[src/rtl/id_ex_operandos_pkg.sv]
// Shared definitions for the ID/EX operand stage: ALU op codes, forwarding selects,
// and default datapath/register-index widths.
package id_ex_operandos_pkg;

    localparam int unsigned LARGURA_PAD   = 32;
    localparam int unsigned NBITS_REG_PAD = 5;
    localparam int unsigned REG_ZERO      = 0;

    typedef enum logic [1:0] {
        SEL_OP0 = 2'd0,
        SEL_OP1 = 2'd1,
        SEL_OP2 = 2'd2,
        SEL_OP3 = 2'd3
    } alu_sel_e;

    typedef enum logic [1:0] {
        FWD_REG   = 2'd0,
        FWD_EXMEM = 2'd1,
        FWD_MEMWB = 2'd2
    } fwd_sel_e;

endpackage

[src/rtl/id_ex_operandos_unidade_adiantamento.sv]
// Forwarding unit for one source operand: picks EX/MEM, MEM/WB or the register-file value.
module unidade_adiantamento
    import id_ex_operandos_pkg::*;
#(
    parameter int unsigned NBITS_REG = NBITS_REG_PAD
) (
    input  logic [NBITS_REG-1:0] src_i,
    input  logic                 exmem_escreve_reg_i,
    input  logic [NBITS_REG-1:0] exmem_rd_i,
    input  logic                 memwb_escreve_reg_i,
    input  logic [NBITS_REG-1:0] memwb_rd_i,
    output fwd_sel_e             fwd_sel_o
);

    logic exmem_hit;
    logic memwb_hit;

    // $zero is hard-wired, so a write to index 0 is never a real producer.
    assign exmem_hit = exmem_escreve_reg_i && (exmem_rd_i != NBITS_REG'(REG_ZERO))
                       && (exmem_rd_i == src_i);
    assign memwb_hit = memwb_escreve_reg_i && (memwb_rd_i != NBITS_REG'(REG_ZERO))
                       && (memwb_rd_i == src_i);

    always_comb begin
        fwd_sel_o = FWD_REG;
        if (exmem_hit) begin
            fwd_sel_o = FWD_EXMEM;
        end else if (memwb_hit) begin
            fwd_sel_o = FWD_MEMWB;
        end
    end

endmodule

[src/rtl/id_ex_operandos.sv]
// ID/EX pipeline register feeding the ALU, with EX/MEM and MEM/WB operand forwarding
// and an immediate select on operand B.
module id_ex_operandos
    import id_ex_operandos_pkg::*;
#(
    parameter int unsigned LARGURA   = LARGURA_PAD,
    parameter int unsigned NBITS_REG = NBITS_REG_PAD
) (
    input  logic                 clk,
    input  logic                 rst_n,
    input  logic                 stall,
    input  logic                 flush,
    input  logic                 in_valido,
    input  logic [LARGURA-1:0]   in_dadoA,
    input  logic [LARGURA-1:0]   in_dadoB,
    input  logic [LARGURA-1:0]   in_imediato,
    input  logic [NBITS_REG-1:0] in_rs,
    input  logic [NBITS_REG-1:0] in_rt,
    input  logic [NBITS_REG-1:0] in_rd,
    input  logic                 in_usaImediato,
    input  logic [1:0]           in_sel,
    input  logic                 in_escreveReg,
    input  logic                 exmem_escreveReg,
    input  logic [NBITS_REG-1:0] exmem_rd,
    input  logic [LARGURA-1:0]   exmem_resultado,
    input  logic                 memwb_escreveReg,
    input  logic [NBITS_REG-1:0] memwb_rd,
    input  logic [LARGURA-1:0]   memwb_resultado,
    output logic [LARGURA-1:0]   entradaA,
    output logic [LARGURA-1:0]   entradaB,
    output logic [1:0]           sel,
    output logic                 out_valido,
    output logic [NBITS_REG-1:0] out_rd,
    output logic                 out_escreveReg
);

    logic                 valido_q, valido_d;
    logic [LARGURA-1:0]   dado_a_q, dado_a_d;
    logic [LARGURA-1:0]   dado_b_q, dado_b_d;
    logic [LARGURA-1:0]   imediato_q, imediato_d;
    logic [NBITS_REG-1:0] rs_q, rs_d;
    logic [NBITS_REG-1:0] rt_q, rt_d;
    logic [NBITS_REG-1:0] rd_q, rd_d;
    logic                 usa_imediato_q, usa_imediato_d;
    logic [1:0]           sel_q, sel_d;
    logic                 escreve_reg_q, escreve_reg_d;

    fwd_sel_e             fwd_sel_a, fwd_sel_b;
    logic [LARGURA-1:0]   fwd_a, fwd_b;

    // flush beats stall: a squashed slot must not survive a concurrent hazard hold.
    always_comb begin
        valido_d       = valido_q;
        dado_a_d       = dado_a_q;
        dado_b_d       = dado_b_q;
        imediato_d     = imediato_q;
        rs_d           = rs_q;
        rt_d           = rt_q;
        rd_d           = rd_q;
        usa_imediato_d = usa_imediato_q;
        sel_d          = sel_q;
        escreve_reg_d  = escreve_reg_q;
        if (flush) begin
            valido_d       = 1'b0;
            dado_a_d       = '0;
            dado_b_d       = '0;
            imediato_d     = '0;
            rs_d           = '0;
            rt_d           = '0;
            rd_d           = '0;
            usa_imediato_d = 1'b0;
            sel_d          = SEL_OP0;
            escreve_reg_d  = 1'b0;
        end else if (!stall) begin
            valido_d       = in_valido;
            dado_a_d       = in_dadoA;
            dado_b_d       = in_dadoB;
            imediato_d     = in_imediato;
            rs_d           = in_rs;
            rt_d           = in_rt;
            rd_d           = in_rd;
            usa_imediato_d = in_usaImediato;
            sel_d          = in_sel;
            escreve_reg_d  = in_escreveReg;
        end
    end

    always_ff @(posedge clk or negedge rst_n) begin
        if (!rst_n) begin
            valido_q       <= 1'b0;
            dado_a_q       <= '0;
            dado_b_q       <= '0;
            imediato_q     <= '0;
            rs_q           <= '0;
            rt_q           <= '0;
            rd_q           <= '0;
            usa_imediato_q <= 1'b0;
            sel_q          <= SEL_OP0;
            escreve_reg_q  <= 1'b0;
        end else begin
            valido_q       <= valido_d;
            dado_a_q       <= dado_a_d;
            dado_b_q       <= dado_b_d;
            imediato_q     <= imediato_d;
            rs_q           <= rs_d;
            rt_q           <= rt_d;
            rd_q           <= rd_d;
            usa_imediato_q <= usa_imediato_d;
            sel_q          <= sel_d;
            escreve_reg_q  <= escreve_reg_d;
        end
    end

    unidade_adiantamento #(
        .NBITS_REG (NBITS_REG)
    ) u_fwd_a (
        .src_i               (rs_q),
        .exmem_escreve_reg_i (exmem_escreveReg),
        .exmem_rd_i          (exmem_rd),
        .memwb_escreve_reg_i (memwb_escreveReg),
        .memwb_rd_i          (memwb_rd),
        .fwd_sel_o           (fwd_sel_a)
    );

    unidade_adiantamento #(
        .NBITS_REG (NBITS_REG)
    ) u_fwd_b (
        .src_i               (rt_q),
        .exmem_escreve_reg_i (exmem_escreveReg),
        .exmem_rd_i          (exmem_rd),
        .memwb_escreve_reg_i (memwb_escreveReg),
        .memwb_rd_i          (memwb_rd),
        .fwd_sel_o           (fwd_sel_b)
    );

    always_comb begin
        case (fwd_sel_a)
            FWD_EXMEM: fwd_a = exmem_resultado;
            FWD_MEMWB: fwd_a = memwb_resultado;
            default:   fwd_a = dado_a_q;
        endcase
    end

    always_comb begin
        case (fwd_sel_b)
            FWD_EXMEM: fwd_b = exmem_resultado;
            FWD_MEMWB: fwd_b = memwb_resultado;
            default:   fwd_b = dado_b_q;
        endcase
    end

    assign entradaA       = fwd_a;
    assign entradaB       = usa_imediato_q ? imediato_q : fwd_b;
    assign sel            = sel_q;
    assign out_valido     = valido_q;
    assign out_rd         = rd_q;
    assign out_escreveReg = escreve_reg_q & valido_q;

endmodule

[config.mk]
export PLATFORM = sky130hd
export DESIGN_NAME = id_ex_operandos
export DESIGN_NICKNAME = d
export VERILOG_FILES = /design/src/rtl/id_ex_operandos_pkg.sv /design/src/rtl/id_ex_operandos_unidade_adiantamento.sv /design/src/rtl/id_ex_operandos.sv
export SDC_FILE = /design/constraint.sdc
export NUM_CORES = 1
export LEC_CHECK = 0
export ABC_AREA = 1
export BUFFER_PORTS_ARGS = -buffer_cell sky130_fd_sc_hd__buf_2
export CAP_MARGIN = 20
export CORE_ASPECT_RATIO = 1.2
export CORE_MARGIN = 10
export CORE_UTILIZATION = 45
export CTS_BUF_LIST = sky130_fd_sc_hd__clkbuf_16
export DETAILED_ROUTE_END_ITERATION = 8
export PLACE_DENSITY = 0.8
export SYNTH_ARGS = -nofsm -noshare
export SYNTH_HDL_FRONTEND = slang
export SYNTH_SLANG_ARGS = --single-unit
[constraint.sdc]
create_clock -name clk -period 1.6 [get_ports clk]
set_input_delay 0.16 -clock clk [delete_from_list [all_inputs] [get_ports clk]]
set_output_delay 0.16 -clock clk [all_outputs]
set_load 0.01 [all_outputs]
==> results of run 1 <==
## where the power goes
| group | switching, W | internal, W | leakage, nW |
|---|---|---|---|
| registers | 0.000143 | 0.00313 | 1.52 |
| logic | 0.00127 | 0.000971 | 4.10 |
| clock network | 0.00133 | 0.00255 | 0.287 |
| total | 0.00274 | 0.00665 | 5.91 |
## state kept, by name, indices dropped and copies added, names as in the netlist
name and cells:
dado_a_q 32, dado_b_q 32, escreve_reg_q 1, out_valido 1
out_rd 5, imediato_q 32, rs_q 5, usa_imediato_q 1
sel 2, rt_q 5
## worst max-delay path, delay by kind of cell, from the launching register on
kind                   cells  cell delay [ns]
buffers and inverters      2             0.34
AND/OR/NAND/NOR            7             0.80
flip-flops                 1             0.43
XOR/XNOR                   1             0.19
## path summary, 6_finish.rpt
kind / startpoint / to / slack (ns) / cells past startpoint
max in group asynchronous: rst_n / dado_b_q[9]$_DFFE_PN0P_ / 0.97 / 3
max: rt_q[0]$_DFFE_PN0P_ / entradaB[23] / -0.74 / 10
min reg2reg: dado_b_q[23]$_DFFE_PN0P_ / dado_b_q[23]$_DFFE_PN0P_ / 0.51 / 2
min: in_dadoB[25] / dado_b_q[25]$_DFFE_PN0P_ / 0.004 / 3
max reg2reg: usa_imediato_q$_DFFE_PN0P_ / usa_imediato_q$_DFFE_PN0P_ / 0.68 / 3
min in group asynchronous: rst_n / rs_q[1]$_DFFE_PN0P_ / 0.31 / 3
## synth_stat cells, drive strengths merged
cell,number,area share (%)
o21ai,56,4.0
nor2b,1,0.090
nand4,32,2.9
a21oi,1,0.072
nor3,1,0.072
xnor2,8,1.0
nand2,267,14
nor2,107,6.0
nand3,310,22
dfrtp,116,42
clkbuf,56,3.0
nand3b,1,0.11
buf,34,2.4
xor2,7,0.88
or2,1,0.090
inv,18,0.97
## logic make-up after synthesis
kind of cell    Yosys count
simple gates            720
flops                   116
buf+inv                 108
compound gates           57
xor+xnor                 15
## what timing repair did
item / in CTS / in global routing
gates cloned: 6 / 5
setup endpoints to repair: 64 / 64
pin swaps: 7 / 12
hold buffers: 95 / 0
hold endpoints to repair: 210 / 0
gates resized for setup: 87 / 84
buffers inserted: 10 / 3
## layer usage
layer	wire length, um	track usage (%)	part of all wire [%]	vias up
met2	15900	47.8	48	633
met4	1780	13.8	5.3	0
met3	3440	8.17	10	161
met1	12300	36.0	37	4280
met5	0	0	0	-
li1	-	-	-	4128
## area by class of cell
class	instances	area share (%)
Sequential cell	116	25.5
Clock buffer	17	3.74
Multi-Input combinational cell	792	36.3
Timing Repair Buffer	425	29.8
Timing Repair inverter	1	0.0660
Tap cell	204	2.24
Inverter	18	0.814
Clock inverter	13	1.46
Antenna cell	3	0.0660
## per-stage QoR
stage               power (W)  util, %  hold WS, ns  setup TNS, ns
floorplan             0.00413        -       -0.136              0
CTS                   0.00924     72.0     0.000319         -39.61
finish                0.00939     75.4      0.00355         -40.68
global placement      0.00503     58.0        0.192         -10.92
global route          0.00978     75.4       0.0114         -47.82
detailed placement    0.00505     58.0        0.198         -12.25
==> qor.yml, run 1 <==
timing:
  rsz0062_at_grt: "yes"
  finalClockSkew_ns: 0
  fmax_mhz: 428
  finalHoldViolCount: 0
  setup_viol: 64
  drv_slew: 0
  min_period_ns: 2.34
  fin_crit_sh_pct: 146
  fin_ws_ns: -0.737
  relSlewSlack_pct: 55.0
  tightest_slew_ns: 0.674
min_path:
  worstHoldPathType: "in -> reg"
finish:
  multiInputGateArea_sq_um: 4130
  post-route-cell-area_sq_um: 11400
  syn_to_final_growth_pct: 63.3
  nets: 1567
  mostFrequentLayoutCells: "253 x nand3_1, 250 x buf_2, 234 x nand2_1, 116 x dfrtp_1, 95 x dlygate4sd3_1"
  n_fill_cell: 1125
  layout-drive-gt1-share_pct: 34.8
  final_cells: 1589
  regArea_sq_um: 2900
  final_common_cell: "nand3_1"
power:
  cellPowerDensity_nw_per_um2: 825
  irDropWorstVdd_v: 0.000640
  p_leak_nw: 5.91
clock_network:
  htree_levels: 4
  cts-root-buf: "clkbuf_16"
  cts_tree: "done"
  cts_buffer_depth: 2
  clock-sinks: 116
  clock_latency_ns: 0.41
  cts.clk_slew.worst_paths_ns: 0.05
  cts_buffers: 17
grt:
  grt.total_usage_pct: 29.6
  grt_pass1_wl_um: 49300
  grt_max_degree: 163
  grt_pass1_vias: 8838
  antenna_found_initial: 3
  grt_overflow: 0
floorplanning:
  die_y_um: 156
  die_area_sq_um: 20900
  die_width_um: 134
  num_rows: 49
  io_pins: 269
  start_util_pct: 46.2
  core-area_sq_um: 15100
place:
  place_area_sq_um: 8740
  gp_congestion: 0.989
  io_buffers: 268
  place_inst: 1439
  dp_hpwl_um: 20800
  post-place-ws_ns: -0.301
synthesis:
  synth.distinct_cells: 23
  avgSynthCellArea_sq_um: 6.86
  synth_nets: 1212
  netlist_area_sq_um: 6970
  synthAdderAreaFrac_pct: 0
  synth_xor_area_share_pct: 1.89
  syn_inst: 1016
  yosysWarnings: 0
  muxShareOfSynthArea_pct: 0
  synth_compound_area_share_pct: 4.09
  ys_ff_latch: 116
  ys_seq_area_share_pct: 41.7
  yosys.area_share.simple_pct: 46.0
  synth_top_family_by_area: "simple AND/OR/NAND/NOR gates"
drt:
  wl_per_cell_um: 21.0
  wirelength_um: 33400
  ant_nets: 0
  viasPerCell: 5.79
  drc: 0
  drt-initial-drc-count: 1075
  drtPass1Iterations: 5
  vias: 9202
critical_path:
  cp_cell_sequence: "xnor2_1, nand2_2, nor2_4, nand3_4, buf_12, nand3_1, nand2_1, nor2_2, nor2_1, buf_2"
  crit_path_end_kind: "output pin"
  required_ns: 1.44
  slowest_stage: "dfrtp_1"
  crit_arrival_ns: 2.18
  worstSetupStartpointType: "flip-flop"
  worstPathMaxFanout: 21
  setup.worst_path.class: "reg -> out"
  slowest_delay_ns: 0.43
outcome:
  violations: "setup timing"
  outcome: "complete, but fails checks"
job:
  cap_violations: 0
(Power assumes the default switching activity.)
==> inputs of run 2 (changes only) <==
--- a/config.mk
+++ b/config.mk
@@ -13,7 +13,8 @@
 export CORE_UTILIZATION = 45
 export CTS_BUF_LIST = sky130_fd_sc_hd__clkbuf_16
 export DETAILED_ROUTE_END_ITERATION = 8
-export PLACE_DENSITY = 0.8
+export PLACE_DENSITY = 0.81
 export SYNTH_ARGS = -nofsm -noshare
 export SYNTH_HDL_FRONTEND = slang
+export SYNTH_HIERARCHICAL = 1
 export SYNTH_SLANG_ARGS = --single-unit
==> qor.yml, run 2 <==
synthesis:
  yosysTopAreaCellShare_pct: 42.9
  synth_common_cells: "495 x nand2_1, 116 x dfrtp_1, 92 x nand3_1"
  async_reset_ff_share_pct: 100
  synth-main-ff-cell: "dfrtp_1"
  yosys.area.top_type: "dfrtp_1"
  yosysWarnings: 6
  yosysMostFrequentCell: "nand2_1"
  synth_nets: 1226
  avgSynthCellArea_sq_um: 6.59
  syn_inst: 1026
  synth.distinct_cells: 20
  ys_ff_latch: 116
  ys_seq_area_share_pct: 42.9
  netlist_area_sq_um: 6760
  synth_edf_count: 0
  synthTopCellsByArea: "dfrtp_1 43%, nand2_1 27%, nand3_1 6.8%, inv_1 5.0%, o21ai_1 4.4%"
finish:
  multiInputGateArea_sq_um: 3790
  mostFrequentLayoutCells: "436 x nand2_1, 229 x buf_2, 116 x dlygate4sd3_1, 113 x dfrtp_1, 84 x inv_1"
  final_common_cell: "nand2_1"
  syn_to_final_growth_pct: 70.5
  regArea_sq_um: 2910
  layout-drive-gt1-share_pct: 35.5
  post-route-cell-area_sq_um: 11500
  reg_top3: "dado_a_q (32), dado_b_q (32), imediato_q (32)"
  nets: 1621
  n_fill_cell: 958
grt:
  grt_max_degree: 62
  grt_pass1_vias: 9220
  grt_overflow: 0
  grt_pass1_wl_um: 48500
  grt.total_usage_pct: 29.5
  antenna_found_initial: 6
clock_network:
  cts_buffers: 17
  cts_tree: "done"
  cts_buffer_depth: 2
  htree_levels: 4
  cts.clk_slew.worst_paths_ns: 0.06
  clock_latency_ns: 0.41
  cts-root-buf: "clkbuf_16"
  clock-sinks: 116
power:
  switching_share_pct: 29.4
  pwr-share-clk_pct: 40.5
  p_sw_w: 0.00256
  p_leak_nw: 5.88
  irDropWorstVdd_v: 0.000592
  seqPwrFrac_pct: 36.5
  cellPowerDensity_nw_per_um2: 756
  internal_power_w: 0.00616
  pwr-share-comb_pct: 23.0
timing:
  relSlewSlack_pct: 70.0
  min_period_ns: 2.65
  finalClockSkew_ns: 0
  rsz0062_at_grt: "yes"
  tightest_slew_ns: 0.451
  fmax_mhz: 378
  fin_crit_sh_pct: 165
  holdWs_ns: 0.0257
  drv_slew: 0
  fin_ws_ns: -1.05
  setup_viol: 64
  finalHoldViolCount: 0
critical_path:
  required_ns: 1.44
  worstSetupEndpoint: "entradaA[16]"
  crit_arrival_ns: 2.49
  cp-startpoint: "rs_q[4]$_DFFE_PN0P_"
  slowest_stage: "dfrtp_1"
  r2r_cells: 3
  crit_path_end_kind: "output pin"
  r2r_start: "rt_q[1]$_DFFE_PN0P_"
  worstPathMaxFanout: 9
  cp_cell_sequence: "inv_1, nand2_1, nand2_1, nor2_2, nand3_2, nor2_4, nor2_4, ha_4, clkinv_8, buf_12, o21ai_1, buf_2"
  r2r_setup_slack_ns: 0.78
  slowest_delay_ns: 0.36
  setup.worst_path.class: "reg -> out"
  r2r_end: "rt_q[1]$_DFFE_PN0P_"
  worstSetupStartpointType: "flip-flop"
drt:
  viasPerCell: 5.41
  vias: 8895
  wirelength_um: 31800
  drt-initial-drc-count: 700
  drtPass1Iterations: 6
  ant_nets: 0
  drc: 0
  wl_per_cell_um: 19.3
place:
  place_area_sq_um: 8940
  io_buffers: 268
  gp_congestion: 0.907
  dp_hpwl_um: 18900
outcome:
  violations: "setup timing"
  outcome: "complete, but fails checks"
floorplanning:
  start_util_pct: 45.4
  num_rows: 49
  core-area_sq_um: 14900
  io_pins: 269
  die_y_um: 154
  die_area_sq_um: 20400
  die_width_um: 132
job:
  cap_violations: 0
min_path:
  worstHoldPathType: "in -> reg"
[run 2: cell count changes in the layout (fill, tap and decap cells not counted), sizes merged, moves of 32 or more]
cell,before,now
inv,17,97
nand4,32,0
nand3,310,92
nor2,107,17
o21ai,56,102
a21oi,1,34
nand2,267,498
[run 2: worst min-delay path by stage]
| stage | from | cells past startpoint | to | slack (ns) |
|---|---|---|---|---|
| after floorplan | rst_n | 0 | dado_a_q[0]$_DFFE_PN0P_ | -0.14 |
| after global placement | rst_n | 1 | imediato_q[15]$_DFFE_PN0P_ | 0.13 |
| after detailed placement | rst_n | 1 | imediato_q[15]$_DFFE_PN0P_ | 0.14 |
| after CTS | in_dadoB[21] | 3 | dado_b_q[21]$_DFFE_PN0P_ | 0.001 |
| after global routing | in_dadoB[21] | 3 | dado_b_q[21]$_DFFE_PN0P_ | 0.02 |
| final | in_dadoB[21] | 3 | dado_b_q[21]$_DFFE_PN0P_ | 0.03 |
[run 2: critical path: cells and delay by family, from the launching register on]
kind,cells,cell delay (ns)
AO/OA/AOI/OAI,1,0.16
buffers and inverters,4,0.56
AND/OR/NAND/NOR,6,0.65
flip-flops,1,0.36
adder cells (fa/ha/maj),1,0.32
[run 2: cells by family (layout without fill, tap and decap cells)]
family / count (synthesis) / in the layout / share of synthesized area, %
adder cells (fa/ha/maj): 4 / 4 / 0.740
buffers and inverters: 159 / 567 / 10.0
flip-flops: 116 / 116 / 42.9
XOR/XNOR: 2 / 2 / 0.259
AND/OR/NAND/NOR: 607 / 607 / 35.8
other: 0 / 7 / 0
AO/OA/AOI/OAI: 138 / 138 / 10.3
[run 2: layout make-up]
cell class,count,share of cell area (%)
Antenna cell,7,0.152
Timing Repair inverter,1,0.0977
Tap cell,204,2.21
Timing Repair Buffer,438,31.5
Inverter,96,3.30
Clock inverter,15,1.03
Multi-Input combinational cell,751,32.8
Clock buffer,17,3.69
Sequential cell,116,25.2
[run 2: power groups by stage]
| stage | clock network [W] | registers, W | logic, W |
|---|---|---|---|
| floorplan | 0 | 0.00321 | 0.000764 |
| global placement | 0 | 0.00322 | 0.00144 |
| detailed placement | 0 | 0.00323 | 0.00146 |
| CTS | 0.00356 | 0.00318 | 0.00185 |
| global route | 0.00370 | 0.00320 | 0.00215 |
| finish | 0.00353 | 0.00318 | 0.00201 |
[run 2: per-layer routing]
| metal | track usage [%] | up-vias | part of all wire, % |
|---|---|---|---|
| met2 | 50.7 | 639 | 50 |
| li1 | - | 3995 | - |
| met1 | 31.9 | 4074 | 34 |
| met3 | 7.19 | 187 | 8.9 |
| met5 | 0 | - | 0 |
| met4 | 18.6 | 0 | 6.8 |
[run 2: repair_timing]
| item | in CTS | in global routing |
|---|---|---|
| pin swaps | 18 | 20 |
| setup buffers | 3 | 5 |
| cloned | 4 | 7 |
| resized for setup | 86 | 45 |
| hold buffers | 116 | 0 |
| endpoints found under the hold margin | 143 | 0 |
| setup endpoints to repair | 64 | 64 |
[run 2: through the flow]
stage	instances	setup WS [ns]	utilization [%]	total power (W)	TNS, ns
floorplan	1026	-0.292	-	0.00397	-15.42
global placement	1472	-0.504	60.0	0.00466	-28.72
detailed placement	1472	-0.559	60.0	0.00469	-31.65
CTS	1627	-0.913	74.7	0.00858	-55.09
global route	1645	-1.12	77.4	0.00905	-68.70
finish	1645	-1.05	77.4	0.00872	-61.65
==> inputs of run 3 (changes only) <==
--- a/config.mk
+++ b/config.mk
@@ -6,14 +6,15 @@
 export NUM_CORES = 1
 export LEC_CHECK = 0
 export ABC_AREA = 1
+export ABC_CLOCK_PERIOD_IN_PS = 1600
 export BUFFER_PORTS_ARGS = -buffer_cell sky130_fd_sc_hd__buf_2
 export CAP_MARGIN = 20
 export CORE_ASPECT_RATIO = 1.2
 export CORE_MARGIN = 10
-export CORE_UTILIZATION = 45
+export CORE_UTILIZATION = 40
 export CTS_BUF_LIST = sky130_fd_sc_hd__clkbuf_16
 export DETAILED_ROUTE_END_ITERATION = 8
-export PLACE_DENSITY = 0.81
+export PLACE_DENSITY = 0.74
 export SYNTH_ARGS = -nofsm -noshare
 export SYNTH_HDL_FRONTEND = slang
 export SYNTH_HIERARCHICAL = 1
==> qor.yml, run 3 (synthesized netlist as in run 2, its figures left out) <==
critical_path:
  slowest_stage: "dfrtp_1"
  crit_path_end_kind: "output pin"
  setup.worst_path.class: "reg -> out"
  crit_arrival_ns: 2.49
  cp_top_family: "buffers and inverters"
  worstPathMaxFanout: 6
  required_ns: 1.44
  cp_cell_sequence: "inv_2, nand2_1, nand2_1, nor2_2, nand3_2, nor2_4, buf_6, inv_2, ha_4, buf_12, inv_12, clkbuf_16, o21ai_2, buf_2"
  path_buf_inv: 7
  worstSetupStartpointType: "flip-flop"
  slowest_delay_ns: 0.41
power:
  internal_power_w: 0.00648
  cellPowerDensity_nw_per_um2: 763
  pwr-share-clk_pct: 42.0
  pwr-share-comb_pct: 22.7
  p_leak_nw: 6.04
  seqPwrFrac_pct: 35.3
  finalPower_w: 0.00901
  irDropWorstVdd_v: 0.000628
  p_sw_w: 0.00253
  switching_share_pct: 28.1
finish:
  reg_top3: "dado_a_q (32), dado_b_q (32), imediato_q (32)"
  final_common_cell: "nand2_1"
  post-route-cell-area_sq_um: 11800
  final_cells: 1668
  multiInputGateArea_sq_um: 3900
  n_fill_cell: 1181
  layout-drive-gt1-share_pct: 37.6
  regArea_sq_um: 2900
  mostFrequentLayoutCells: "418 x nand2_1, 225 x buf_2, 116 x dlygate4sd3_1, 115 x dfrtp_1, 86 x inv_1"
  syn_to_final_growth_pct: 74.6
  fin_util_pct: 70.6
  nets: 1636
clock_network:
  cts_buffer_depth: 2
  cts_tree: "done"
  clock_latency_ns: 0.42
  cts.clk_slew.worst_paths_ns: 0.06
  cts-root-buf: "clkbuf_16"
  clock-sinks: 116
  cts_buffers: 17
  htree_levels: 4
min_path:
  worstHoldPathType: "in -> reg"
timing:
  relSlewSlack_pct: 62.3
  tightest_slew_ns: 0.566
  min_period_ns: 2.65
  rsz0062_at_grt: "yes"
  finalHoldViolCount: 0
  fmax_mhz: 378
  fin_crit_sh_pct: 166
  finalClockSkew_ns: 0
  setup_viol: 64
  drv_slew: 0
  fin_ws_ns: -1.05
floorplanning:
  die_area_sq_um: 22500
  die_y_um: 162
  start_util_pct: 40.5
  core-area_sq_um: 16700
  num_rows: 52
  die_width_um: 139
  io_pins: 269
drt:
  wl_per_cell_um: 18.6
  drc: 0
  drtPass1Iterations: 5
  vias: 8738
  wirelength_um: 31000
  viasPerCell: 5.24
  ant_nets: 0
  drt-initial-drc-count: 661
grt:
  grt_overflow: 0
  grt_pass1_vias: 8987
  grt-busiest-layer: "met2"
  grt_pass1_wl_um: 47800
  use_met2_pct: 44.4
  grt_max_degree: 90
  met1_usage_pct: 29.3
  met3_usage_pct: 6.91
  grt.total_usage_pct: 26.3
  antenna_found_initial: 4
place:
  place_area_sq_um: 9020
  post-place-ws_ns: -0.578
  place_inst: 1492
  io_buffers: 268
  dp_hpwl_um: 19300
  gp_congestion: 0.898
outcome:
  violations: "setup timing"
  outcome: "complete, but fails checks"
job:
  cap_violations: 0
## run 3: path summary, 6_finish.rpt
kind / cells after the start / from / slack (ns) / endpoint
setup / recovery: 14 / rs_q[1]$_DFFE_PN0P_ / -1.05 / entradaA[28]
hold / removal: 3 / in_dadoA[1] / 0.04 / dado_a_q[1]$_DFFE_PN0P_
setup reg to reg: 3 / usa_imediato_q$_DFFE_PN0P_ / 0.74 / usa_imediato_q$_DFFE_PN0P_
hold reg to reg: 2 / out_rd[3]$_DFFE_PN0P_ / 0.50 / out_rd[3]$_DFFE_PN0P_
max in group asynchronous: 3 / rst_n / 0.78 / dado_b_q[28]$_DFFE_PN0P_
min in group asynchronous: 2 / rst_n / 0.27 / imediato_q[19]$_DFFE_PN0P_
## run 3: repair_timing
action	4_1_cts	5_1_grt
cloned	5	2
setup endpoints to repair	64	64
hold buffers	116	0
resized for setup	108	60
pin swaps	37	23
buffers inserted	16	5
endpoints found under the hold margin	139	0
## run 3: final cells by class
class                           instances  share of cell area [%]
Antenna cell                            5                   0.106
Clock buffer                           17                    3.60
Clock inverter                         13                    1.24
Inverter                               96                    3.22
Multi-Input combinational cell        751                    33.0
Sequential cell                       116                    24.6
Tap cell                              216                    2.29
Timing Repair Buffer                  453                    31.8
Timing Repair inverter                  1                   0.138
## run 3: layer usage
metal	part of all wire (%)	wire length [um]
met5	0	0
met4	5.8	1810
met3	8.0	2490
met2	49	15300
met1	37	11500
## run 3: worst register-to-register path: stages, from the launching register on
cell and delay [ns]:
dfrtp_2 0.46, buf_4 0.17, nand3_1 0.08, nand2_1 0.05
## run 3: power groups by stage
stage / combinational (W) / sequential (W) / clock [W]
after floorplan: 0.000764 / 0.00321 / 0
after global placement: 0.00147 / 0.00322 / 0
after detailed placement: 0.00149 / 0.00322 / 0
after CTS: 0.00193 / 0.00317 / 0.00382
after global routing: 0.00220 / 0.00319 / 0.00395
final: 0.00205 / 0.00318 / 0.00378
## run 3: per-stage QoR
step / setup TNS [ns] / hold WS (ns)
detailed placement: -33.24 / 0.178
finish: -62.94 / 0.0359
global route: -69.26 / 0.0502
CTS: -62.30 / 0.0199
floorplan: -15.42 / -0.136
global placement: -31.15 / 0.180
